$ cat src/rtl/fifo_uart_tx_if.sv
// FIFO read-side bundle between a byte FIFO and the UART transmitter.
// master = transmitter (pops), slave = FIFO (supplies data/empty).
interface fifo_uart_tx_if #(
  parameter int DATA_WIDTH = 8
);
  logic [DATA_WIDTH-1:0] fifo_data_in;
  logic                  fifo_empty_in;
  logic                  fifo_read_en_out;

  modport master (
    input  fifo_data_in,
    input  fifo_empty_in,
    output fifo_read_en_out
  );

  modport slave (
    output fifo_data_in,
    output fifo_empty_in,
    input  fifo_read_en_out
  );
endinterface

$ cat src/rtl/fifo_uart_tx.sv
// UART transmitter that pops bytes from a FIFO and sends 8N1-style frames.
// Frame: start bit, DATA_WIDTH bits LSB first, one stop bit.
module fifo_uart_tx #(
  parameter int CLKS_PER_BIT = 434,
  parameter int DATA_WIDTH   = 8
) (
  input  logic          clk,
  input  logic          rst,
  fifo_uart_tx_if.master fifo,
  input  logic          enable_in,
  output logic          tx_out,
  output logic          busy_out,
  output logic          tx_done_out
);

  localparam int BW = (CLKS_PER_BIT > 1) ? $clog2(CLKS_PER_BIT) : 1;
  localparam int IW = $clog2(DATA_WIDTH);
  localparam logic [BW-1:0] BAUD_MAX = BW'(CLKS_PER_BIT - 1);
  localparam logic [IW-1:0] BIT_MAX  = IW'(DATA_WIDTH - 1);

  typedef enum logic [2:0] {
    S_IDLE,
    S_FETCH,
    S_START,
    S_DATA,
    S_STOP
  } state_t;

  state_t                r_state;
  logic [BW-1:0]         r_baud;
  logic [IW-1:0]         r_idx;
  logic [DATA_WIDTH-1:0] r_shift;
  logic                  r_tx;

  state_t                w_state_nx;
  logic [BW-1:0]         w_baud_nx;
  logic [IW-1:0]         w_idx_nx;
  logic [DATA_WIDTH-1:0] w_shift_nx;
  logic                  w_tx_nx;
  logic                  w_pop;
  logic                  w_done;
  logic                  w_bit_end;
  logic                  w_cnt;

  assign w_bit_end = (r_baud == BAUD_MAX);

  always_comb begin
    w_state_nx = r_state;
    w_idx_nx   = r_idx;
    w_shift_nx = r_shift;
    w_pop      = 1'b0;
    w_done     = 1'b0;
    w_cnt      = 1'b0;
    case (r_state)
      S_IDLE: begin
        w_idx_nx = '0;
        w_pop    = !fifo.fifo_empty_in && enable_in && !rst;
        if (w_pop) w_state_nx = S_FETCH;
      end
      S_FETCH: begin
        w_shift_nx = fifo.fifo_data_in;
        w_idx_nx   = '0;
        w_state_nx = S_START;
      end
      S_START: begin
        w_cnt = 1'b1;
        if (w_bit_end) w_state_nx = S_DATA;
      end
      S_DATA: begin
        w_cnt = 1'b1;
        if (w_bit_end) begin
          if (r_idx == BIT_MAX) begin
            w_state_nx = S_STOP;
          end else begin
            w_idx_nx   = r_idx + 1'b1;
            w_shift_nx = {1'b0, r_shift[DATA_WIDTH-1:1]};
          end
        end
      end
      S_STOP: begin
        w_cnt  = 1'b1;
        w_done = w_bit_end;
        if (w_bit_end) w_state_nx = S_IDLE;
      end
      default: w_state_nx = S_IDLE;
    endcase

    if (w_state_nx != r_state || w_bit_end || !w_cnt)
      w_baud_nx = '0;
    else
      w_baud_nx = r_baud + 1'b1;

    // Line level is registered from the next state so it lines up with it.
    case (w_state_nx)
      S_START: w_tx_nx = 1'b0;
      S_DATA:  w_tx_nx = w_shift_nx[0];
      default: w_tx_nx = 1'b1;
    endcase
  end

  always_ff @(posedge clk) begin
    if (rst) begin
      r_state <= S_IDLE;
      r_baud  <= '0;
      r_idx   <= '0;
      r_shift <= '0;
      r_tx    <= 1'b1;
    end else begin
      r_state <= w_state_nx;
      r_baud  <= w_baud_nx;
      r_idx   <= w_idx_nx;
      r_shift <= w_shift_nx;
      r_tx    <= w_tx_nx;
    end
  end

  assign fifo.fifo_read_en_out = w_pop;
  assign tx_out      = r_tx;
  assign busy_out    = (r_state != S_IDLE);
  assign tx_done_out = w_done && !rst;

endmodule

$ cat src/flat_wrapper.sv
// flat-port wrapper written by rule: the top's interface ports become plain ports
module fifo_uart_tx_flat 
#(
  parameter int CLKS_PER_BIT = 434,
  parameter int DATA_WIDTH   = 8
)
  (clk, rst, enable_in, tx_out, busy_out, tx_done_out, fifo_fifo_data_in, fifo_fifo_empty_in, fifo_fifo_read_en_out);
  fifo_uart_tx_if #(.DATA_WIDTH(DATA_WIDTH)) fifo_i ();
  input  logic clk;
  input  logic rst;
  input  logic enable_in;
  output logic tx_out;
  output logic busy_out;
  output logic tx_done_out;
  input wire logic [$bits(fifo_i.fifo_data_in)-1:0] fifo_fifo_data_in;
  input wire logic [$bits(fifo_i.fifo_empty_in)-1:0] fifo_fifo_empty_in;
  output wire logic [$bits(fifo_i.fifo_read_en_out)-1:0] fifo_fifo_read_en_out;
  assign fifo_i.fifo_data_in = fifo_fifo_data_in;
  assign fifo_i.fifo_empty_in = fifo_fifo_empty_in;
  assign fifo_fifo_read_en_out = fifo_i.fifo_read_en_out;
  fifo_uart_tx #(.CLKS_PER_BIT(CLKS_PER_BIT), .DATA_WIDTH(DATA_WIDTH)) u_core (.clk(clk), .rst(rst), .fifo(fifo_i), .enable_in(enable_in), .tx_out(tx_out), .busy_out(busy_out), .tx_done_out(tx_done_out));
endmodule
$ cat config.mk
export PLATFORM = sky130hd
export DESIGN_NAME = fifo_uart_tx_flat
export DESIGN_NICKNAME = d
export VERILOG_FILES = /design/src/rtl/fifo_uart_tx_if.sv /design/src/rtl/fifo_uart_tx.sv /design/src/flat_wrapper.sv
export SDC_FILE = /design/constraint.sdc
export NUM_CORES = 1
export LEC_CHECK = 0
export ABC_AREA = 1
export CORE_AREA = 10 10 69 56
export DETAILED_ROUTE_END_ITERATION = 10
export DIE_AREA = 0 0 79 66
export PLACE_DENSITY = 0.77
export SYNTH_ARGS = -nofsm -noshare
export SYNTH_HDL_FRONTEND = slang
export SYNTH_SLANG_ARGS = --single-unit
export TNS_END_PERCENT = 100
$ cat constraint.sdc
create_clock -name clk -period 2.1 [get_ports clk]
set_clock_uncertainty 0.15 [all_clocks]
set_input_delay 0.315 -clock clk [delete_from_list [all_inputs] [get_ports clk]]
set_output_delay 0.315 -clock clk [all_outputs]
set_load 0.005 [all_outputs]
Word-level counts from Yosys, hierarchy flattened. Cells that the tools add are included.

Mux-type cells: 16. Equal/unequal tests: 11. Add/subtract/negate cells: 2. Reduce and logical (&&, ||, !) cells: 17.

Operators with widths (count): 2-to-1 mux 3 bit (7); 2-to-1 mux 8 bit (2); one-hot mux 8 bit (2 select lines) (1); one-hot mux 3 bit (5 select lines) (1); equality test 3 x 2 -> 1 bit (second input constant) (4); adder 9 x 1 -> 9 bit (second input constant) (1); equality test 9 bit (second input constant) (1); equality test 3 bit (second input constant) (2); one-hot mux 3 bit (2 select lines) (1); AND reduction 3 bit (2); nonzero test 2 bit (2); OR reduction 2 bit (2); adder 3 x 1 -> 3 bit (second input constant) (1); equality test 3 x 1 -> 1 bit (second input constant) (1); logical AND 1 bit (3); logical NOT 1 bit (3); logical NOT 3 bit (1); 2-to-1 mux 1 bit (3); inequality test 3 bit (1); nonzero test 3 bit (1); OR reduction 3 bit (1); logical OR 1 bit (2); inequality test 2 x 1 -> 1 bit (second input constant) (1); inequality test 2 bit (second input constant) (1); one-hot mux 1 bit (2 select lines) (1).

Bits in registers: 24. Input bits: 12. Logic and storage cells: 52. Output and inout port bits: 4.

Longest topological paths before layout. Gate-level depths: netlist of the first run.

Depth after elaboration: 9. Gate-level depth with buffers: 11. Mapped depth without buffers: 11.

Worst setup path before layout of the first run. Ideal clock, no wire load.

Path type: register to output. From: register u_core.r_baud[0]. To: output tx_done_out. Buffers on the path: 0. Cell stages (with the launch flop): 8. Arrival: 1.051 ns. Required time: 1.635 ns. Setup slack: 0.584 ns. Cell sequence: dfxtp_1 ha_1 nand2_1 inv_1 nand2_1 nor2_4 inv_2 nor3_1.

Longest elaborated chain between the ends: 3.

Ends and longest elaborated chain: start, declared (RTL line fifo_uart_tx.sv:30) `logic [BW-1:0] r_baud;`; start signal, assigned (RTL line fifo_uart_tx.sv:110) `r_baud <= w_baud_nx;`; equality test 9 bit (RTL line fifo_uart_tx.sv:45) `assign w_bit_end = (r_baud == BAUD_MAX);`; 2-to-1 mux 1 bit (RTL line fifo_uart_tx.sv:54) `case (r_state)`; logical AND 1 bit (RTL line fifo_uart_tx.sv:120) `assign tx_done_out = w_done && !rst;`; end, declared (RTL line flat_wrapper.sv:14) `output logic tx_done_out;`.

No other way between the ends.

Final worst setup path of the first run.
From: register u_core.r_state[1]. To: output busy_out.

Longest elaborated chain between the ends: 1.

Ends and longest elaborated chain: start, declared (RTL line fifo_uart_tx.sv:29) `state_t r_state;`; start signal, assigned (RTL line fifo_uart_tx.sv:109) `r_state <= w_state_nx;`; nonzero test 3 bit (RTL line fifo_uart_tx.sv:119) `assign busy_out = (r_state != S_IDLE);`; end, declared (RTL line flat_wrapper.sv:13) `output logic busy_out;`.

No other way between the ends.

==> results of run 1 <==
through the flow:
| step | util [%] | cells | setup TNS, ns |
|---|---|---|---|
| 2_1_floorplan | - | 196 | 0 |
| 5_1_grt | 61.62 | 254 | 0 |
| 6_report | 61.62 | 254 | 0 |
| 4_1_cts | 61.38 | 253 | 0 |
| 3_5_place_dp | 59.96 | 250 | -0.06312 |
| 3_3_place_gp | 59.96 | 250 | -0.05238 |
cell usage after synthesis, drive strengths merged:
| cell type | n |
|---|---|
| a21oi | 9 |
| buf | 2 |
| clkinv | 1 |
| dfxtp | 24 |
| ha | 4 |
| inv | 28 |
| nand2 | 54 |
| nand3 | 15 |
| nand4 | 4 |
| nor2 | 39 |
| nor3 | 4 |
| nor3b | 4 |
| o21a | 1 |
| o21ai | 4 |
| or2 | 2 |
| xnor2 | 1 |
layout make-up:
class                      count  area, sq um
inverter                      29        108.9
sequential                    24        486.7
tap                           36        45.04
timing repair buffer          21        191.4
multi-input combinational    141        724.4
clock buffer                   3        22.52
fill                         259        983.4
logic make-up (layout without fill, tap and decap cells):
family                   count (synthesis)  count (layout)  synth area share, %
AO/OA/AOI/OAI                           14              14                5.782
XOR/XNOR                                 1               1               0.6636
adder cells (fa/ha/maj)                  4               4                3.792
buffers and inverters                   31              53                9.478
flip-flops                              24              24                36.40
AND/OR/NAND/NOR                        122             122                43.89
state kept, by name, indices dropped and copies added (netlist names):
register / cells
u_core.tx_out: 1
u_core.r_idx: 3
u_core.r_shift: 8
u_core.r_state: 3
u_core.r_baud: 9
worst max-delay path by stage:
| stage | endpoint | slack, ns | cells past startpoint |
|---|---|---|---|
| after global routing | tx_done_out | 0.03 | 9 |
| after global placement | fifo_fifo_read_en_out | -0.05 | 5 |
| after detailed placement | fifo_fifo_read_en_out | -0.06 | 5 |
| final | busy_out | 0.15 | 5 |
| after CTS | fifo_fifo_read_en_out | 0.009 | 6 |
| after floorplan | tx_done_out | 0.58 | 7 |
report_power, final:
part	leakage [nW]	switching, mW	total [mW]	internal (mW)
Combinational	0.503	0.0360	0.0753	0.0393
Sequential	0.196	0.00489	0.467	0.462
Clock	0.0138	0.125	0.192	0.0670
Total	0.712	0.166	0.735	0.569
layer usage:
metal	vias to the layer above	GRT usage [%]	part of all wire, %
met4	0	2.679	0.61
met1	540	14.44	49
li1	655	-	-
met2	42	18.80	44
met3	2	3.668	6.7
met5	-	0	0
worst register-to-register path, stage by stage (launching register included):
cell	delay [ns]
dfxtp_1	0.35
ha_1	0.21
ha_1	0.19
inv_1	0.17
nand3_2	0.15
nand2_4	0.15
nand3_1	0.09
nor2_1	0.13
nor2_1	0.06
what timing repair did:
action / in CTS / in global routing
endpoints found under the hold margin: 0 / 0
endpoints found under the setup margin: 2 / 2
buffers inserted: 0 / 1
resized for setup: 9 / 3
==> results by group, run 1 <==
Status
  • Status: finished, final reports clean

CTS
  • TritonCTS Sinks: 24
  • Reg clk slew, reported paths: between 0.1 and 0.15 ns
  • CTS tree: built
  • H-tree levels: 1
  • Hold-fix buffers at CTS: 0
  • Clock Tree Root: clkbuf_4
  • Insertion delay to the later sink of the worst-skew pair: 0.31 ns
  • CTS max path bufs: 2
  • Cts bufs inserted: 3

Synthesis
  • Synth Warn #: 0
  • Syn_nets: ~210
  • Synthesized cell area: 1320 sq um
  • Largest area contributor in the netlist: dfxtp_1
  • Post-synthesis sequential area ratio: 36.40%
  • Synth area leaders: dfxtp_1 (36%), nand2_1 (14%), nor2_1 (10%)
  • Netlist cell types: 27
  • Share of the synthesized area in the top cell type: a little over a third
  • Mapped Cells: 196
  • Yosys reg bits: 24
  • Mapped Avg Cell Area: around 6.7 sq um

Critical path
  • Crit path max-delay family: buffers and inverters
  • Reg2reg start: u_core.r_idx[0]$_SDFFE_PP0P_
  • Slowest cell delay on critical path: about 0.49 ns
  • WP data required: roughly 1.6 ns
  • Crit. Startpoint: u_core.r_state[1]$_SDFF_PP0_
  • Buffers & Inverters on Critical Path: 3
  • CP dominant cell by count: inv_1
  • Startpoint Class: flip-flop
  • Worst Path Arrival: around 1.5 ns
  • RR Endpoint: u_core.r_shift[3]$_SDFFE_PP0P_
  • Crit path capture type: primary output
  • Worst-path maximum fanout: 5
  • FF-to-FF path depth: 8
  • Critical path, cell by cell: nor2_4 -> inv_1 -> nor2_2 -> inv_1 -> clkdlybuf4s50_1
  • R2R Setup Slk: approximately 0.36 ns
  • Crit Path Category: reg -> out
  • Slowest cell on crit path: clkdlybuf4s50_1

Global routing
  • First-pass GRT wire length: 4954 um
  • Largest net degree at the start of global routing: 13
  • Initial antenna violation count: 0
  • GRT overflow: 0
  • Number of global-route vias before repair: around 1100
  • GR Util All Layers: between 10% and 20%

Placement
  • Placed instance area: 1536 sq um
  • Dpl hpwl: between 2000 and 2500 um
  • Place WS: -0.06312 ns
  • RePlAce Congestion: approximately 0.86
  • I/O Buffers: 15

Layout
  • Commonest non-fill, non-tap cell in the layout: nand2_1
  • Fraction of layout cells with a size suffix above 1: 16.06%
  • Final Cell Area: 1579 sq um
  • Most frequent cells in the layout: nand2_1 (48), nor2_1 (34), inv_1 (24)
  • Ant. Diodes: 0
  • Post-layout nets: roughly 240
  • Synth-to-Final Area Change: 19.62%

Die
  • IO Count: 16
  • Die width: 79 um
  • Starting density of the core: about 52%
  • # rows: 16
  • DIE HEIGHT: about 66 um
  • Core Box Area: about 2600 sq um
  • Die area: roughly 5200 sq um

Worst hold path
  • Min-delay src: rst
  • Hold Path End: u_core.r_state[2]$_SDFF_PP0_
  • HP Class: in -> reg
  • Hold path depth: 2

Routing
  • DRC Markers: 0
  • WL final: slightly below 3000 um
  • Drt wl/cell: 11.61 um
  • Vias: approximately 1200
  • Drt via density: a little under 5
  • Routed Antenna Nets: 0
  • Starting DRT DRC Count: 86
  • Router iterations before antenna repair: 4

Timing
  • Final Hold Vio Count: 0
  • RSZ-0062 raised after global routing: false
  • F_max: just over 500 MHz
  • Final setup vio count: 0
  • Period utilization: between 90 and 100%
  • Slew Viols, Final: 0
  • Worst Slack Setup Final: 0.1474 ns
  • Relative slew slack: about three quarters
  • Tmin final: a little under 2 ns
  • Hold WS: just under 0.3 ns
  • Worst slew pin tran: ~0.35 ns

Job
  • Max-capacitance violation count: 0

Power and ir drop
  • Leak: 0.7124 nW
  • Design Power: approximately 0.73 mW
  • Peak VDD IR: between 0.0003 and 0.0004 V
  • Total power divided by cell area: roughly 470 nW/um^2
No activity file was read; power rests on OpenSTA's default activity.
==> run 2, diff against run 1 <==
--- a/config.mk
+++ b/config.mk
@@ -7,6 +7,7 @@
 export LEC_CHECK = 0
 export ABC_AREA = 1
 export CORE_AREA = 10 10 69 56
+export CTS_CLUSTER_SIZE = 28
 export DETAILED_ROUTE_END_ITERATION = 10
 export DIE_AREA = 0 0 79 66
 export PLACE_DENSITY = 0.77
==> constraint.sdc (replaced) <==
create_clock -name clk -period 2.2 [get_ports clk]
set_clock_uncertainty 0.15 [all_clocks]
set_input_delay 0.33 -clock clk [delete_from_list [all_inputs] [get_ports clk]]
set_output_delay 0.33 -clock clk [all_outputs]
set_load 0.005 [all_outputs]
==> results by group, run 2 (synthesis gave the netlist of run 1 again) <==
Placement
  • Placed instance area: 1536 sq um (unchanged)
  • Place WS: -0.02739 ns (+0.03573 ns)
  • I/O Buffers: 15 (unchanged)
  • Dpl hpwl: 2297 um (-1.8%)
  • RePlAce Congestion: 0.8323 (-3.4%)

Critical path
  • FF-to-FF path depth: 8 (unchanged)
  • R2R Setup Slk: 0.49 ns (+0.13 ns)
  • RR Endpoint: u_core.r_shift[3]$_SDFFE_PP0P_
  • WP data required: 1.72 ns (+0.09 ns)
  • Crit Path Category: reg -> out
  • Worst Path Arrival: 1.61 ns (+0.12 ns)
  • Startpoint Class: flip-flop
  • Reg2reg start: u_core.r_idx[0]$_SDFFE_PP0P_
  • Crit path capture type: primary output
  • Worst-path maximum fanout: 4 (-1)

CTS
  • Hold-fix buffers at CTS: 0 (unchanged)
  • CTS max path bufs: 2 (unchanged)
  • Clock Tree Root: clkbuf_4
  • Reg clk slew, reported paths: 0.12 ns (about the same)
  • Cts bufs inserted: 3 (unchanged)
  • TritonCTS Sinks: 24 (unchanged)
  • CTS tree: built
  • H-tree levels: 1 (unchanged)
  • Insertion delay to the later sink of the worst-skew pair: 0.31 ns (about the same)

Timing
  • Slew Viols, Final: 0 (unchanged)
  • Worst Slack Setup Final: 0.1086 ns (-0.03884 ns)
  • Relative slew slack: 76.65% (-0.20 points)
  • Tmin final: about 2.1 ns
  • RSZ-0062 raised after global routing: false
  • Worst slew pin tran: 0.3499 ns (+0.002976 ns)
  • Period utilization: 95.06%
  • Final Hold Vio Count: 0 (unchanged)
  • F_max: ~480 MHz
  • Final setup vio count: 0 (unchanged)

Die
  • Die width: 79 um (unchanged)
  • DIE HEIGHT: 66 um (unchanged)
  • Core Box Area: 2562 sq um (unchanged)
  • Die area: 5214 sq um (unchanged)
  • # rows: 16 (unchanged)
  • Starting density of the core: 51.51% (unchanged)
  • IO Count: 16 (unchanged)

Routing
  • WL final: 2882 um (-2.3%)
  • Drt via density: 4.894 (+0.32%)
  • DRC Markers: 0 (unchanged)
  • Drt wl/cell: 11.35 um (-2.3%)
  • Router iterations before antenna repair: 4 (unchanged)
  • Vias: 1243 (+0.32%)
  • Routed Antenna Nets: 0 (unchanged)
  • Starting DRT DRC Count: 94 (+9.3%)

Layout
  • Largest register FFs: 9 (unchanged)
  • Fraction of layout cells with a size suffix above 1: 15.60% (-0.46 points)
  • Ant. Diodes: 0 (unchanged)
  • Post-layout nets: 236 (unchanged)
  • Largest registers in the final layout: u_core.r_baud x9, u_core.r_shift x8
  • Fillcell total: 244 (-5.8%)
  • Synth-to-Final Area Change: 20.00%
  • Final Cell Area: 1584 sq um (+0.32%)
  • Most frequent cells in the layout: nand2_1 (48), nor2_1 (34), inv_1 (24)
  • Commonest non-fill, non-tap cell in the layout: nand2_1
  • Largest Register: u_core.r_baud

Status
  • Status: finished, final reports clean

Worst hold path
  • HP Class: in -> reg
  • Hold path depth: 2 (unchanged)
  • Hold Path End: u_core.r_state[2]$_SDFF_PP0_
  • Min-delay src: rst

Power and ir drop
  • Leak: 0.7111 nW (-0.19%)
  • Total power divided by cell area: 442.4 nW/um^2 (-5.0%)
  • Peak VDD IR: 0.0003175 V (-3.1%)

Global routing
  • GRT overflow: 0 (unchanged)
  • GR Util All Layers: 11.36% (-0.17 points)
  • First-pass GRT wire length: 4823 um (-2.6%)
  • Number of global-route vias before repair: 1121 (-1.2%)
  • Initial antenna violation count: 0 (unchanged)
  • Largest net degree at the start of global routing: 13 (unchanged)

Job
  • Max-capacitance violation count: 0 (unchanged)
run 2: cell types whose count changed in the layout (fill, tap and decap cells not counted), sizes merged:
cell / previous run / this run
clkbuf: 4 / 3
clkdlybuf4s15: 0 / 1
run 2: final cells by class:
cell class,instances,area [sq um],share of cell area (%)
Clock buffer,3,22.52,1.422
Inverter,29,108.9,6.872
Sequential cell,24,486.7,30.73
Tap cell,36,45.04,2.844
Multi-Input combinational cell,141,724.4,45.73
Timing Repair Buffer,21,196.4,12.40
run 2: power breakdown:
part           switching [mW]  internal (mW)  total (mW)  leakage [nW]
clock                   0.118         0.0640       0.182        0.0138
sequential            0.00486          0.441       0.446         0.196
combinational          0.0337         0.0384      0.0721         0.502
run 2: per-layer routing:
layer	routed length (um)	global-route usage, %
met4	42	4.018
met5	0	0
met3	137	4.212
met1	1436	13.80
met2	1266	17.99
run 2: per-stage QoR:
stage	power (mW)	cells	setup TNS, ns	hold WS, ns	util, %
after floorplan	0.4894	196	0	0.2834	-
after global placement	0.5235	250	0	0.3004	59.96
after detailed placement	0.5260	250	-0.02739	0.3110	59.96
after CTS	0.7094	253	0	0.2867	60.89
after global routing	0.7398	254	0	0.3039	61.82
final	0.7007	254	0	0.2950	61.82
run 2: worst max-delay path, cell delays in order (launching register included):
cell and delay (ns):
dfxtp_4 0.39, nor2_4 0.13, inv_1 0.08, nor2_2 0.13, buf_4 0.11, inv_1 0.03, clkdlybuf4s50_1 0.43
run 2: how the worst max path moves through the flow:
stage,slack [ns],to,start,depth (start not counted)
floorplan,0.67,tx_done_out,u_core.r_baud[0]$_SDFF_PP0_,7
global placement,0.02,fifo_fifo_read_en_out,rst,5
detailed placement,-0.03,fifo_fifo_read_en_out,rst,5
CTS,0.01,fifo_fifo_read_en_out,u_core.r_state[0]$_SDFF_PP0_,6
global route,0.004,tx_done_out,u_core.r_baud[1]$_SDFF_PP0_,9
finish,0.11,busy_out,u_core.r_state[0]$_SDFF_PP0_,6
run 2: repair_timing:
item / 4_1_cts / 5_1_grt
endpoints found under the setup margin: 2 / 2
buffers inserted: 0 / 1
pin swaps: 0 / 1
resized for setup: 4 / 7
==> run 3, diff against run 2 <==
--- a/config.mk
+++ b/config.mk
@@ -10,7 +10,7 @@
 export CTS_CLUSTER_SIZE = 28
 export DETAILED_ROUTE_END_ITERATION = 10
 export DIE_AREA = 0 0 79 66
-export PLACE_DENSITY = 0.77
+export PLACE_DENSITY = 0.81
 export SYNTH_ARGS = -nofsm -noshare
 export SYNTH_HDL_FRONTEND = slang
 export SYNTH_SLANG_ARGS = --single-unit
==> results by group, run 3 (synthesis gave the netlist of run 1 again) <==
Die
  • Starting density of the core: 51.51% (unchanged)
  • IO Count: 16 (unchanged)
  • # rows: 16 (unchanged)
  • Core Box Area: 2562 sq um (unchanged)
  • Die area: 5214 sq um (unchanged)
  • DIE HEIGHT: 66 um (unchanged)
  • Die width: 79 um (unchanged)

CTS
  • Resized cells post-CTS: 4 (unchanged)
  • CTS tree: built
  • CTS max path bufs: 2 (unchanged)
  • H-tree levels: 1 (unchanged)
  • Reg clk slew, reported paths: 0.12 ns (about the same)
  • Post-CTS setup buffers: 0 (unchanged)
  • TritonCTS Sinks: 24 (unchanged)
  • Insertion delay to the later sink of the worst-skew pair: 0.31 ns (about the same)
  • Cts bufs inserted: 3 (unchanged)
  • Hold-fix buffers at CTS: 0 (unchanged)
  • Clock Tree Root: clkbuf_4

Power and ir drop
  • Clock network power share: 26.8% (+0.8 points)
  • Total power divided by cell area: 448.4 nW/um^2 (+1.4%)
  • Net Switching: 0.1617 mW (+3.0%)
  • Cell-internal power: 0.5413 mW (-0.45%)
  • Leak: 0.7064 nW (-0.67%)
  • Comb power frac: 9.7% (-0.6 points)
  • Net Sw Frac: 23.00% (+0.60 points)
  • Sequential Power Share: 63.5% (-0.2 points)
  • Peak VDD IR: 0.0003003 V (-5.4%)
  • Design Power: 0.7030 mW (+0.33%)

Global routing
  • Largest net degree at the start of global routing: 13 (unchanged)
  • GRT overflow: 0 (unchanged)
  • Initial antenna violation count: 0 (unchanged)
  • GR Util All Layers: 9.767% (-1.6 points)
  • First-pass GRT wire length: 4215 um (-13%)
  • Number of global-route vias before repair: 913 (-19%)

Timing
  • F_max: 491.7 MHz (+2.8%)
  • Final Hold Vio Count: 0 (unchanged)
  • Relative slew slack: 77.04% (+0.39 points)
  • Tmin final: 2.034 ns (-0.05774 ns)
  • RSZ-0062 raised after global routing: false
  • Period utilization: 92.44% (-2.6 points)
  • Worst Slack Setup Final: 0.1663 ns (+0.05774 ns)
  • Worst slew pin tran: 0.3440 ns (-0.005845 ns)
  • Slew Viols, Final: 0 (unchanged)
  • Final setup vio count: 0 (unchanged)

Layout
  • Largest Register: u_core.r_baud
  • Post-layout nets: 234 (-0.85%)
  • Final Cell Area: 1568 sq um (-1.0%)
  • Fraction of layout cells with a size suffix above 1: 14.81% (-0.78 points)
  • Commonest non-fill, non-tap cell in the layout: nand2_1
  • Largest register FFs: 9 (unchanged)
  • Most frequent cells in the layout: nand2_1 (48), nor2_1 (34), inv_1 (24)
  • Synth-to-Final Area Change: 18.77%
  • Largest registers in the final layout: u_core.r_baud x9, u_core.r_shift x8
  • Ant. Diodes: 0 (unchanged)

Placement
  • I/O Buffers: 15 (unchanged)
  • Place WS: -0.02637 ns (+0.001017 ns)
  • Dpl hpwl: 1998 um (-13%)
  • Placed instance area: 1529 sq um (-0.49%)
  • RePlAce Congestion: 0.8380 (+0.68%)

Critical path
  • Crit path capture type: primary output
  • Crit path max-delay family: buffers and inverters
  • Slowest cell delay on critical path: 0.35 ns (-0.08 ns)
  • Critical path, cell by cell: inv_1 -> ha_1 -> nand2_1 -> inv_1 -> nand2_1 -> nor2_4 -> inv_2 -> nor3_1 -> dlygate4sd2_1
  • Worst Path Arrival: 1.55 ns (-0.06 ns)
  • Crit Path Category: reg -> out
  • Slowest cell on crit path: dfxtp_1
  • Startpoint Class: flip-flop
  • WP data required: 1.72 ns (about the same)
  • Worst-path maximum fanout: 3 (-1)
  • Buffers & Inverters on Critical Path: 4 (unchanged)

Routing
  • Vias: 1180 (-5.1%)
  • WL final: 2573 um (-11%)
  • Starting DRT DRC Count: 105 (+12%)
  • Router iterations before antenna repair: 4 (unchanged)
  • DRC Markers: 0 (unchanged)
  • Drt via density: 4.683 (-4.3%)
  • Drt wl/cell: 10.21 um (-10%)
  • Routed Antenna Nets: 0 (unchanged)

Status
  • Status: finished, final reports clean

Worst hold path
  • HP Class: reg -> reg

Job
  • Max-capacitance violation count: 0 (unchanged)
run 3: final timing paths:
kind / depth (start not counted) / slack, ns / from / end
worst max register to register: 9 / 0.52 / u_core.r_idx[0]$_SDFFE_PP0P_ / u_core.r_shift[2]$_SDFFE_PP0P_
worst max-delay path: 9 / 0.17 / u_core.r_baud[1]$_SDFF_PP0_ / tx_done_out
worst min-delay path: 1 / 0.30 / u_core.r_baud[0]$_SDFF_PP0_ / u_core.r_baud[0]$_SDFF_PP0_
worst min register to register: 1 / 0.30 / u_core.r_baud[0]$_SDFF_PP0_ / u_core.r_baud[0]$_SDFF_PP0_
run 3: through the flow:
| stage | TNS (ns) | hold slack [ns] | cells | utilization [%] |
|---|---|---|---|---|
| 3_5_place_dp | -0.02637 | 0.3084 | 249 | 59.67 |
| 3_3_place_gp | 0 | 0.3042 | 249 | 59.67 |
| 4_1_cts | 0 | 0.2956 | 252 | 60.60 |
| 5_1_grt | 0 | 0.3221 | 252 | 61.18 |
| 6_report | 0 | 0.3016 | 252 | 61.18 |
| 2_1_floorplan | 0 | 0.2834 | 196 | - |
run 3: power groups by stage:
stage / registers [mW] / logic [mW] / clock network (mW)
4_1_cts: 0.446 / 0.0673 / 0.199
6_report: 0.446 / 0.0682 / 0.189
3_5_place_dp: 0.456 / 0.0674 / 0
5_1_grt: 0.447 / 0.0768 / 0.210
3_3_place_gp: 0.456 / 0.0675 / 0
2_1_floorplan: 0.455 / 0.0345 / 0
run 3: layout make-up:
cell class	instances	area, sq um
Fill cell	256	994.7
Inverter	29	108.9
Tap cell	36	45.04
Clock buffer	3	22.52
Timing Repair Buffer	19	180.2
Multi-Input combinational cell	141	724.4
Sequential cell	24	486.7
run 3: layer usage:
| layer | track usage [%] | part of all wire [%] | vias to the layer above |
|---|---|---|---|
| met5 | 0 | 0 | - |
| met4 | 2.009 | 0.54 | 0 |
| met3 | 4.348 | 5.1 | 2 |
| met2 | 12.30 | 36 | 22 |
| met1 | 14.36 | 58 | 497 |
| li1 | - | - | 659 |
